`config.mk`:
```
export PLATFORM = sky130hd
export DESIGN_NAME = ifetch_pf
export DESIGN_NICKNAME = d
export VERILOG_FILES = /design/src/rtl/ifetch_pf_pkg.sv /design/src/rtl/ifetch_pf_fifo.sv /design/src/rtl/ifetch_pf.sv
export SDC_FILE = /design/constraint.sdc
export NUM_CORES = 1
export LEC_CHECK = 0
export ABC_AREA = 1
export CAP_MARGIN = 30
export CORE_UTILIZATION = 35
export CTS_BUF_LIST = sky130_fd_sc_hd__clkbuf_4
export DETAILED_ROUTE_END_ITERATION = 8
export PLACE_DENSITY_LB_ADDON = 0.08
export REMOVE_ABC_BUFFERS = 1
export SLEW_MARGIN = 20
export SYNTH_ARGS = -nofsm -noshare
export SYNTH_HDL_FRONTEND = slang
export SYNTH_SLANG_ARGS = --single-unit
```
`constraint.sdc`:
```
create_clock -name clk_i -period 10.1 [get_ports clk_i]
set_input_delay 2.02 -clock clk_i [delete_from_list [all_inputs] [get_ports clk_i]]
set_output_delay 2.02 -clock clk_i [all_outputs]
set_load 0.02 [all_outputs]
```
`src/rtl/ifetch_pf_pkg.sv`:
```
// ifetch_pf_pkg: shared types and constants for the bexkat1 prefetching fetch unit
package ifetch_pf_pkg;
    typedef enum logic [2:0] {S_RESET, S_FETCH, S_FETCH2, S_DRAIN, S_FAULT, S_HALT} ifetch_state_t;
    localparam int IFETCH_INSN_LONG_BIT = 0;
    localparam int IFETCH_ENTRY_W = 33;
endpackage

```
`src/rtl/ifetch_pf_fifo.sv`:
```
// ifetch_pf_fifo: show-ahead FIFO with occupancy count and synchronous flush
module ifetch_pf_fifo #(
    parameter int DWIDTH = 33,
    parameter int AWIDTH = 4
) (
    input  logic              clk_i,
    input  logic              rst_ni,
    input  logic              flush,
    input  logic              push,
    input  logic              pop,
    input  logic [DWIDTH-1:0] din,
    output logic [DWIDTH-1:0] dout,
    output logic              empty,
    output logic [AWIDTH:0]   count
);
    logic [DWIDTH-1:0] mem [2**AWIDTH];
    logic [AWIDTH:0] wr_ptr, rd_ptr;
    logic full;
    assign count = wr_ptr - rd_ptr;
    assign empty = count == '0;
    assign full = count[AWIDTH];
    assign dout = mem[rd_ptr[AWIDTH-1:0]];
    always_ff @(posedge clk_i or negedge rst_ni)
        if (!rst_ni) begin
            wr_ptr <= '0;
            rd_ptr <= '0;
        end else if (flush) begin
            wr_ptr <= '0;
            rd_ptr <= '0;
        end else begin
            wr_ptr <= (push && !full) ? wr_ptr + 1'b1 : wr_ptr;
            rd_ptr <= (pop && !empty) ? rd_ptr + 1'b1 : rd_ptr;
        end
    // Stale writes on flush land in a slot the reset pointers will overwrite.
    always_ff @(posedge clk_i)
        if (push && !full) mem[wr_ptr[AWIDTH-1:0]] <= din;
    assert property (@(posedge clk_i) disable iff (!rst_ni) !(push && full));
endmodule

```
`src/rtl/ifetch_pf.sv`:
```
// ifetch_pf: prefetching instruction fetch with credit-limited Wishbone reads,
// 32/64-bit instruction assembly, redirect drain and bus-error faults
module ifetch_pf
    import ifetch_pf_pkg::*;
#(
    parameter int          FIFO_AWIDTH     = 4,
    parameter int          MAX_OUTSTANDING = 4,
    parameter logic [31:0] RESET_VECTOR    = 32'hfffffff8
) (
    input  logic        clk_i,
    input  logic        rst_ni,
    input  logic        pc_set,
    input  logic [31:0] pc_in,
    input  logic        halt,
    input  logic        stall_i,
    output logic [63:0] ir,
    output logic        ir_valid,
    output logic [31:0] pc,
    output logic        fault,
    output logic        bus_cyc_o,
    output logic        bus_stb_o,
    output logic [31:0] bus_adr_o,
    output logic [3:0]  bus_sel_o,
    output logic        bus_we_o,
    input  logic [31:0] bus_dat_i,
    input  logic        bus_ack_i,
    input  logic        bus_err_i,
    input  logic        bus_stall_i
);
    localparam int CW = FIFO_AWIDTH + 1;
    localparam int DEPTH = 1 << FIFO_AWIDTH;
    typedef logic [CW-1:0] cnt_t;
    ifetch_state_t state, next_state;
    cnt_t outstanding, outstanding_next, count;
    logic [IFETCH_ENTRY_W-1:0] head;
    logic [31:0] fetch_pc, low;
    logic empty, stop, redirect, in_fetch, issue, retire, push, pop;
    assign stop = halt || state == S_HALT;
    assign redirect = pc_set && !stop;
    assign in_fetch = state == S_FETCH || state == S_FETCH2;
    assign issue = bus_stb_o && !bus_stall_i;
    assign retire = (bus_ack_i || bus_err_i) && outstanding != '0;
    assign push = retire && in_fetch && !redirect && !stop;
    assign pop = in_fetch && !stall_i && !redirect && !stop && !empty;
    assign outstanding_next = outstanding + cnt_t'(issue) - cnt_t'(retire);
    assign bus_sel_o = 4'hf;
    assign bus_we_o = 1'b0;
    ifetch_pf_fifo #(.DWIDTH(IFETCH_ENTRY_W), .AWIDTH(FIFO_AWIDTH)) u_fifo (
        .clk_i (clk_i),
        .rst_ni(rst_ni),
        .flush (!rst_ni || pc_set),
        .push  (push),
        .pop   (pop),
        .din   ({bus_err_i, bus_dat_i}),
        .dout  (head),
        .empty (empty),
        .count (count)
    );
    always_ff @(posedge clk_i or negedge rst_ni)
        if (!rst_ni) state <= S_RESET;
        else state <= next_state;
    always_comb begin
        next_state = state;
        if (stop) next_state = S_HALT;
        else if (redirect) next_state = outstanding_next != '0 ? S_DRAIN : S_FETCH;
        else if (state == S_RESET) next_state = S_FETCH;
        else if (state == S_DRAIN) next_state = outstanding_next == '0 ? S_FETCH : S_DRAIN;
        else if (pop) next_state = head[32] ? S_FAULT : state == S_FETCH2 ? S_FETCH :
                                   head[IFETCH_INSN_LONG_BIT] ? S_FETCH2 : S_FETCH;
    end
    // Credit counts both buffered words and reads still in flight, so every ack has a slot.
    always_comb begin
        bus_stb_o = in_fetch && !redirect && !stop && outstanding < cnt_t'(MAX_OUTSTANDING) &&
                    ({1'b0, count} + {1'b0, outstanding}) < (CW+1)'(DEPTH);
        bus_cyc_o = bus_stb_o || outstanding != '0;
    end
    always_ff @(posedge clk_i or negedge rst_ni)
        if (!rst_ni) begin
            outstanding <= '0;
            bus_adr_o <= RESET_VECTOR;
        end else begin
            outstanding <= outstanding_next;
            bus_adr_o <= redirect ? pc_in : issue ? bus_adr_o + 32'd4 : bus_adr_o;
        end
    always_ff @(posedge clk_i or negedge rst_ni)
        if (!rst_ni) begin
            ir <= '0;
            ir_valid <= 1'b0;
            pc <= RESET_VECTOR;
            fault <= 1'b0;
            fetch_pc <= RESET_VECTOR;
            low <= '0;
        end else if (stop) begin
            ir_valid <= 1'b0;
        end else if (redirect) begin
            ir_valid <= 1'b0;
            fault <= 1'b0;
            fetch_pc <= pc_in;
        end else if (in_fetch && !stall_i) begin
            if (empty) begin
                ir <= '0;
                ir_valid <= 1'b0;
            end else if (head[32]) begin
                ir_valid <= 1'b0;
                fault <= 1'b1;
                pc <= fetch_pc;
            end else if (state == S_FETCH2) begin
                ir <= {head[31:0], low};
                ir_valid <= 1'b1;
                pc <= fetch_pc;
                fetch_pc <= fetch_pc + 32'd8;
            end else if (head[IFETCH_INSN_LONG_BIT]) begin
                low <= head[31:0];
                ir_valid <= 1'b0;
            end else begin
                ir <= {32'h0, head[31:0]};
                ir_valid <= 1'b1;
                pc <= fetch_pc;
                fetch_pc <= fetch_pc + 32'd4;
            end
        end
endmodule

```
-- After elaboration in Yosys (flattened, before gate mapping)
Memories as Yosys holds them, arrays and structs flattened.
Index checks and enable logic that the tools add are counted.
- register bits after elaboration: 212
- memory bits (writable): 528
- input port bits: 72
- output and inout bits: 137
- word-level logic and storage cells: 125
- memories: 1
- $add $sub $neg: 9
- order comparisons: 2
- equality and inequality tests: 10
- mux-type cells: 42
- bitwise operators: 5
- reductions and logical operators: 45
- memory list (name ; words ; bits a word ; read ports ; clocked after memory_dff ; write ports ; RTL line ; RTL):
    u_fifo.mem ; 16 ; 33 ; 1 ; 0 ; 1 ; ifetch_pf_fifo.sv:16 ; logic [DWIDTH-1:0] mem [2**AWIDTH];
- operators by type and width (operator ; count):
    32-bit 2-to-1 mux ; 11
    64-bit 2-to-1 mux ; 4
    32-bit by 3-bit adder with 32-bit output (second input constant) ; 2
    32-bit by 4-bit adder with 32-bit output (second input constant) ; 1
    5-bit 2-to-1 mux ; 4
    3-bit 2-to-1 mux ; 6
    1-bit logical AND ; 16
    5-bit AND reduction ; 3
    5-bit nonzero test ; 3
    1-bit 2-to-1 mux ; 13
    5-bit by 1-bit adder with 5-bit output (second input constant) ; 2
    5-bit zero test ; 2
    2-bit nonzero test ; 5
    3-bit by 1-bit inequality test with 1-bit output (second input constant) ; 3
    2-bit 2-to-1 mux ; 4
    1-bit zero test ; 7
    7-bit AND reduction ; 1
    5-bit by 5-bit adder with 6-bit output ; 1
    3-bit by 2-bit == test with 1-bit output (second input constant) ; 2
    6-bit by 5-bit less-than comparator with 1-bit output (second input constant) ; 1
    5-bit by 1-bit adder with 5-bit output ; 1
    1-bit logical OR ; 5
    5-bit by 3-bit less-than comparator with 1-bit output (second input constant) ; 1
    1-bit inverter ; 5
    other kinds (9) ; 10

-- Logic depth before layout (Yosys ltp)
- depth after elaboration: 18
- gate-level depth with buffers: 31
- mapped depth without buffers: 30

-- Hierarchy
A second synthesis with hierarchy kept.
- cells, all modules: 3037
- area total of the unflattened synthesis: 32299.7 sq um
- modules (own cells, without submodules) (module ; times used ; cells an instance ; area an instance (sq um) ; seq. area each (sq um)):
    ifetch_pf_fifo ; 1 ; 1552 ; 21294.2 ; 16105.4
    ifetch_pf ; 1 ; 1485 ; 11005.6 ; 5163.7

-- Least setup slack after synthesis
Ideal clock, no wire load.
- path type: input to register
- from: input halt
- to: register state[1]
- setup time: 122 ps
- arrival time: 4683 ps
- data required time: 9978 ps
- setup slack: 5295 ps
- cell stages on the path: 22
- path buffers: 1
- cells stage by stage: inv_1 > nand2_1 > inv_2 > nand2_1 > nor4_1 > nand2_1 > inv_1 > nand2_2 > clkbuf_1 > ha_1 > inv_1 > ha_1 > inv_1 > fa_1 > o21ai_0 > nand2_1 > nand3b_1 > nand2_1 > nor2_1 > nor2_1 > a21oi_1 > a21oi_1
- cells in the longest elaborated chain, start to end: 17
- elaborated cells on any way between the ends: 23
- classes of those cells: add/sub: 2; mux: 6; reduce/logical: 15
- RTL lines (element ; RTL line ; RTL):
    from (decl) ; ifetch_pf.sv:14 ; input logic halt,
    1-bit logical OR * ; ifetch_pf.sv:38 ; assign stop = halt || state == S_HALT;
    1-bit zero test * ; ifetch_pf.sv:39, ifetch_pf.sv:73 ;
    1-bit logical AND ; ifetch_pf.sv:39 ; assign redirect = pc_set && !stop;
    1-bit zero test ; ifetch_pf.sv:73 ; bus_stb_o = in_fetch && !redirect && !stop && outstanding < cnt_t'(MAX_OUTSTANDING) &&
    1-bit logical AND ; ifetch_pf.sv:73 ;
    1-bit logical AND * (3 in a row) ; ifetch_pf.sv:73 ;
    via bus_stb_o ; ifetch_pf.sv:21 ; output logic bus_stb_o,
    1-bit logical AND * ; ifetch_pf.sv:41 ; assign issue = bus_stb_o && !bus_stall_i;
    5-bit by 1-bit adder with 5-bit output * ; ifetch_pf.sv:45 ; assign outstanding_next = outstanding + cnt_t'(issue) - cnt_t'(retire);
    5-bit by 1-bit subtractor with 5-bit output * ; ifetch_pf.sv:45 ;
    via outstanding_next[4] ; ifetch_pf.sv:34 ; cnt_t outstanding, outstanding_next, count;
    5-bit zero test ; ifetch_pf.sv:67 ; else if (state == S_DRAIN) next_state = outstanding_next == '0 ? S_FETCH : S_DRAIN;
    2-bit 2-to-1 mux ; ifetch_pf.sv:67 ;
    3-bit 2-to-1 mux ; ifetch_pf.sv:67 ;
    3-bit 2-to-1 mux ; ifetch_pf.sv:66 ; else if (state == S_RESET) next_state = S_FETCH;
    3-bit 2-to-1 mux * ; ifetch_pf.sv:65 ; else if (redirect) next_state = outstanding_next != '0 ? S_DRAIN : S_FETCH;
    3-bit 2-to-1 mux * ; ifetch_pf.sv:64 ; if (stop) next_state = S_HALT;
    to (signal assigned) ; ifetch_pf.sv:61 ; else state <= next_state;
    to (decl) ; ifetch_pf.sv:33 ; ifetch_state_t state, next_state;
Mark *: on every way through the listed nets, which the timed path passes. The rest lies on a longest branch.
A chain may end at the register's enable or synchronous reset.

-- Worst setup path in the final report
- from: register u_fifo.rd_ptr[1]
- to: output bus_stb_o
- cells in the longest elaborated chain, start to end: 4
- RTL lines (element ; RTL line ; RTL):
    from (decl) ; ifetch_pf_fifo.sv:17 ; logic [AWIDTH:0] wr_ptr, rd_ptr;
    from (signal assigned) ; ifetch_pf_fifo.sv:32 ; rd_ptr <= (pop && !empty) ? rd_ptr + 1'b1 : rd_ptr;
    5-bit subtractor ; ifetch_pf_fifo.sv:19 ; assign count = wr_ptr - rd_ptr;
    5-bit by 5-bit adder with 6-bit output ; ifetch_pf.sv:74 ; ({1'b0, count} + {1'b0, outstanding}) < (CW+1)'(DEPTH);
    6-bit by 5-bit less-than comparator with 1-bit output ; ifetch_pf.sv:74 ;
    1-bit logical AND ; ifetch_pf.sv:73 ;
    to (decl) ; ifetch_pf.sv:21 ;
No other way between the ends.

==> metrics.txt <==
# TYPE chip_impl_metric gauge
chip_impl_info{name="cp_slowest_cell",value="sky130_fd_sc_hd__dfrtp_4"} 1
chip_impl_metric{name="drt_iter0_drc",unit=""} 1618
chip_impl_metric{name="worst_slew_pin_slew",unit="ns"} 0.954
chip_impl_metric{name="cts_inserted_buffers",unit=""} 199
chip_impl_metric{name="area_delta_synth_final",unit="%"} 17.4
chip_impl_metric{name="post-cts-setup-buffers",unit=""} 0
chip_impl_metric{name="core_area",unit="mm^2"} 0.0933
chip_impl_metric{name="cts.clk_slew.worst_paths",unit="ns"} 0.06
chip_impl_metric{name="p_leak",unit="uW"} 0.0151
chip_impl_metric{name="finalWirelength",unit="um"} 98200
chip_impl_metric{name="final_cells",unit=""} 4952
chip_impl_metric{name="period_share",unit="%"} 66.8
chip_impl_info{name="clockRootBuffer",value="sky130_fd_sc_hd__clkbuf_4"} 1
chip_impl_metric{name="clock_tree.buffer_depth",unit=""} 3
chip_impl_metric{name="drv_slew",unit=""} 0
chip_impl_metric{name="yosys_warnings",unit=""} 0
chip_impl_info{name="worst_setup_path_startpoint",value="u_fifo.rd_ptr[1]"} 1
chip_impl_metric{name="grt_max_degree",unit=""} 192
chip_impl_metric{name="critical_path_required",unit="ns"} 8.08
chip_impl_metric{name="residual_drc",unit=""} 0
chip_impl_metric{name="routedWlPerCell",unit="um"} 19.8
chip_impl_metric{name="critPathArrivalTime",unit="ns"} 4.72
chip_impl_metric{name="num_vias",unit=""} 24600
chip_impl_info{name="path_cells",value="inv_2 > fa_1 > nand3_1 > nand2_1 > nand2_1 > and2_1 > inv_1 > ha_1 > nor2_1 > nand3b_1 > nor4_1 > nand2_1 > inv_1 > clkdlybuf4s50_1"} 1
chip_impl_metric{name="floorplan.initialDensity",unit="%"} 35.4
chip_impl_metric{name="fin_ws",unit="ns"} 3.36
chip_impl_metric{name="routed_via_count_divided_by_cell_count",unit=""} 4.96
chip_impl_metric{name="avgSynthCellArea",unit="um^2"} 10.1
chip_impl_metric{name="antenna_found_initial",unit=""} 3
chip_impl_metric{name="ff_latch_count_synth",unit=""} 740
chip_impl_metric{name="cts_repair_resize_count",unit=""} 0
chip_impl_info{name="most_common_library_cell_in_the_layout_ignoring_fill_and_taps",value="sky130_fd_sc_hd__nand2_1"} 1
chip_impl_metric{name="vdd.ir_drop.worst",unit="mV"} 0.0976
chip_impl_metric{name="floorplan.die_area",unit="mm^2"} 0.0955
chip_impl_metric{name="p_per_cell_area",unit="mW/mm^2"} 159
chip_impl_metric{name="fin_skew",unit="ns"} 0.0598
chip_impl_metric{name="period_needed",unit="ns"} 6.74
chip_impl_info{name="setup.worst_path.end",value="bus_stb_o"} 1
chip_impl_metric{name="globalRouteTotalUtil",unit="%"} 20.6
chip_impl_metric{name="finalNetCount",unit=""} 3625
chip_impl_metric{name="post-route-util",unit="%"} 41.5
chip_impl_info{name="endpoint_of_the_most_critical_register_to_register_path",value="state[1]"} 1
chip_impl_metric{name="insertion_delay",unit="ns"} 1.07
chip_impl_metric{name="grt_pass1_wl",unit="um"} 148000
chip_impl_metric{name="max_cap_violations",unit=""} 0
chip_impl_info{name="status",value="complete, no violations"} 1
chip_impl_metric{name="count_of_final_hold_check_violations",unit=""} 0
chip_impl_metric{name="drtPass1Iterations",unit=""} 5
chip_impl_metric{name="syn_inst",unit=""} 3256
chip_impl_info{name="reg2reg_from",value="u_fifo.rd_ptr[1]"} 1
chip_impl_metric{name="placementRows",unit=""} 112
chip_impl_metric{name="share_of_post_route_cells_with_drive_strength_above_1",unit="%"} 15.1
chip_impl_metric{name="crit_fanout",unit=""} 69
chip_impl_metric{name="r2r.worst_path.cells",unit=""} 27
chip_impl_metric{name="floorplan.io_pins",unit=""} 209
chip_impl_metric{name="r2r_slack",unit="ns"} 4.54
chip_impl_metric{name="mappedNetlistArea",unit="mm^2"} 0.0330
chip_impl_info{name="holdCritPathClass",value="flip-flop to flip-flop"} 1
chip_impl_metric{name="seq_area_frac_synth",unit="%"} 64.4
chip_impl_metric{name="critical_path_buffers_and_inverters",unit=""} 4
chip_impl_metric{name="detailedPlace.worstSlack",unit="ns"} 4.13
chip_impl_metric{name="report.final.setup_viol",unit=""} 0
chip_impl_metric{name="place.port_buffers",unit=""} 203
chip_impl_metric{name="relSlewSlack",unit="%"} 36.4
chip_impl_metric{name="synth_cell_type_count",unit=""} 42
chip_impl_info{name="timing.critical_path.to_type",value="output pin"} 1
chip_impl_metric{name="final_estimated_routing_congestion_in_global_placement",unit=""} 0.850
chip_impl_info{name="top_family_by_delay_on_critical_path",value="buffers and inverters"} 1
chip_impl_metric{name="timing.critical_path.depth",unit=""} 14
chip_impl_info{name="criticalPathCategory",value="flip-flop to output pin"} 1
chip_impl_info{name="critical-path-top-cell-by-count",value="sky130_fd_sc_hd__nand2_1"} 1
chip_impl_info{name="mostFrequentLayoutCells",value="sky130_fd_sc_hd__nand2_1, sky130_fd_sc_hd__edfxtp_1, sky130_fd_sc_hd__nor2_1"} 1
chip_impl_metric{name="dpl.hpwl",unit="um"} 58000
chip_impl_metric{name="power_after_layout",unit="uW"} 6150
chip_impl_info{name="critical_path.startpoint_type",value="flip-flop"} 1
chip_impl_metric{name="fp.dieW",unit="um"} 309
chip_impl_metric{name="post_placement_cell_count",unit=""} 4581
chip_impl_info{name="tritoncts_clock_tree",value="done"} 1
chip_impl_metric{name="upper_clock_frequency_limit",unit="MHz"} 148
chip_impl_metric{name="drt_antenna_net_count",unit=""} 0
chip_impl_metric{name="remaining_global_route_overflow",unit=""} 0
chip_impl_info{name="setup_repair_after_global_routing_missed_its_margin",value="false"} 1
chip_impl_metric{name="cts_num_sinks",unit=""} 740
chip_impl_metric{name="h-tree-depth",unit=""} 4
chip_impl_metric{name="first_global_vias",unit=""} 24200
chip_impl_metric{name="post_cts_hold_buffer_count",unit=""} 0
chip_impl_metric{name="die-height",unit="um"} 309
chip_impl_metric{name="worst_path_largest_cell_delay",unit="ns"} 0.94
==> per-stage QoR <==
step / hold WS (ns) / setup TNS (ns) / cell area, um^2
floorplan: 0.435 / -93.12 / 32000
global placement: 0.457 / 0 / 36100
CTS: 0.475 / 0 / 38700
global route: 0.490 / 0 / 38700
detailed placement: 0.460 / 0 / 36100
finish: 0.472 / 0 / 38700
==> cells in the mapped netlist <==
| library cell | number | area, um^2 |
|---|---|---|
| sky130_fd_sc_hd__a21oi_1 | 19 | 95.1 |
| sky130_fd_sc_hd__a31oi_1 | 1 | 6.26 |
| sky130_fd_sc_hd__and2_1 | 3 | 18.8 |
| sky130_fd_sc_hd__and3_1 | 1 | 6.26 |
| sky130_fd_sc_hd__buf_1 | 6 | 22.5 |
| sky130_fd_sc_hd__buf_2 | 51 | 255 |
| sky130_fd_sc_hd__buf_4 | 17 | 128 |
| sky130_fd_sc_hd__buf_6 | 30 | 338 |
| sky130_fd_sc_hd__buf_8 | 1 | 15.0 |
| sky130_fd_sc_hd__clkbuf_1 | 73 | 274 |
| sky130_fd_sc_hd__clkinv_1 | 2 | 7.51 |
| sky130_fd_sc_hd__conb_1 | 2 | 7.51 |
| sky130_fd_sc_hd__dfrtp_1 | 125 | 3130 |
| sky130_fd_sc_hd__dfstp_2 | 87 | 2290 |
| sky130_fd_sc_hd__edfxtp_1 | 528 | 15900 |
| sky130_fd_sc_hd__fa_1 | 2 | 40.0 |
| sky130_fd_sc_hd__ha_1 | 23 | 288 |
| sky130_fd_sc_hd__inv_1 | 179 | 672 |
| sky130_fd_sc_hd__inv_2 | 8 | 30.0 |
| sky130_fd_sc_hd__nand2_1 | 693 | 2600 |
| sky130_fd_sc_hd__nand2_2 | 8 | 50.1 |
| sky130_fd_sc_hd__nand3_1 | 185 | 926 |
| sky130_fd_sc_hd__nand3_2 | 2 | 20.0 |
| sky130_fd_sc_hd__nand3b_1 | 5 | 37.5 |
| sky130_fd_sc_hd__nand4_1 | 17 | 106 |
| sky130_fd_sc_hd__nor2_1 | 536 | 2010 |
| sky130_fd_sc_hd__nor2_2 | 1 | 6.26 |
| sky130_fd_sc_hd__nor2_4 | 1 | 11.3 |
| sky130_fd_sc_hd__nor3_1 | 27 | 135 |
| sky130_fd_sc_hd__nor3_4 | 1 | 16.3 |
| sky130_fd_sc_hd__nor4_1 | 3 | 18.8 |
| sky130_fd_sc_hd__o211ai_1 | 63 | 473 |
| sky130_fd_sc_hd__o21ai_0 | 362 | 1810 |
| sky130_fd_sc_hd__o21ai_1 | 101 | 505 |
| sky130_fd_sc_hd__o21ai_2 | 60 | 526 |
| sky130_fd_sc_hd__o21bai_1 | 1 | 7.51 |
| sky130_fd_sc_hd__o221ai_1 | 1 | 8.76 |
| sky130_fd_sc_hd__o31ai_1 | 6 | 45.0 |
| sky130_fd_sc_hd__or2_0 | 1 | 6.26 |
| sky130_fd_sc_hd__or2_2 | 1 | 6.26 |
| sky130_fd_sc_hd__xnor2_1 | 5 | 43.8 |
| sky130_fd_sc_hd__xor2_1 | 18 | 158 |
==> report_power, final <==
part	total [uW]	leakage [uW]	internal (uW)	switching [uW]
logic	190	0.00628	67.5	122
clock network	2680	0.00152	1380	1300
registers	3280	0.00735	3270	11.7
total	6150	0.0151	4720	1430
==> cell type report <==
| class | count | area (um^2) |
|---|---|---|
| Tap cell | 1254 | 1570 |
| Fill cell | 9179 | 54600 |
| Clock inverter | 65 | 337 |
| Multi-Input combinational cell | 2152 | 10200 |
| Inverter | 189 | 714 |
| Sequential cell | 740 | 21300 |
| Antenna cell | 8 | 20.0 |
| Clock buffer | 298 | 2240 |
| Timing Repair Buffer | 246 | 2400 |
==> worst min path at each step <==
stage                         end  slack, ns  cells past startpoint    start
final                     low[26]       0.47                      2  low[26]
after global placement    low[19]       0.46                      2  low[19]
after global routing       pc[10]       0.49                      2   pc[10]
after detailed placement  low[26]       0.46                      2  low[26]
after CTS                 low[20]       0.47                      2  low[20]
after floorplan            low[0]       0.43                      2   low[0]
==> sequential cells by signal (all words and copies together) (netlist names), 32 cells and up <==
name	count
bus_adr_o	32
fetch_pc	32
ir	64
low	32
pc	32
u_fifo.mem	528
==> cell families after synthesis <==
group	after synthesis	synth area share (%)
other cells	2	0.0228
buf+inv	367	5.28
simple gates	1485	18.1
fa+ha+maj	25	0.993
xor+xnor	23	0.610
compound gates	614	10.5
flops	740	64.4
==> tightest hold or removal path: cells and delay by family, from the launching register on <==
family	cells	cell delay (ns)
flops	1	0.34
simple gates	2	0.10
==> routing by layer <==
| metal | up-vias | track usage [%] | routed length [um] |
|---|---|---|---|
| met5 | - | 0 | 12 |
| met3 | 176 | 3.81 | 4620 |
| met4 | 2 | 8.70 | 3150 |
| li1 | 11800 | - | - |
| met2 | 651 | 34.8 | 47800 |
| met1 | 12000 | 25.8 | 42600 |
No activity file was read; power rests on OpenSTA's default activity.
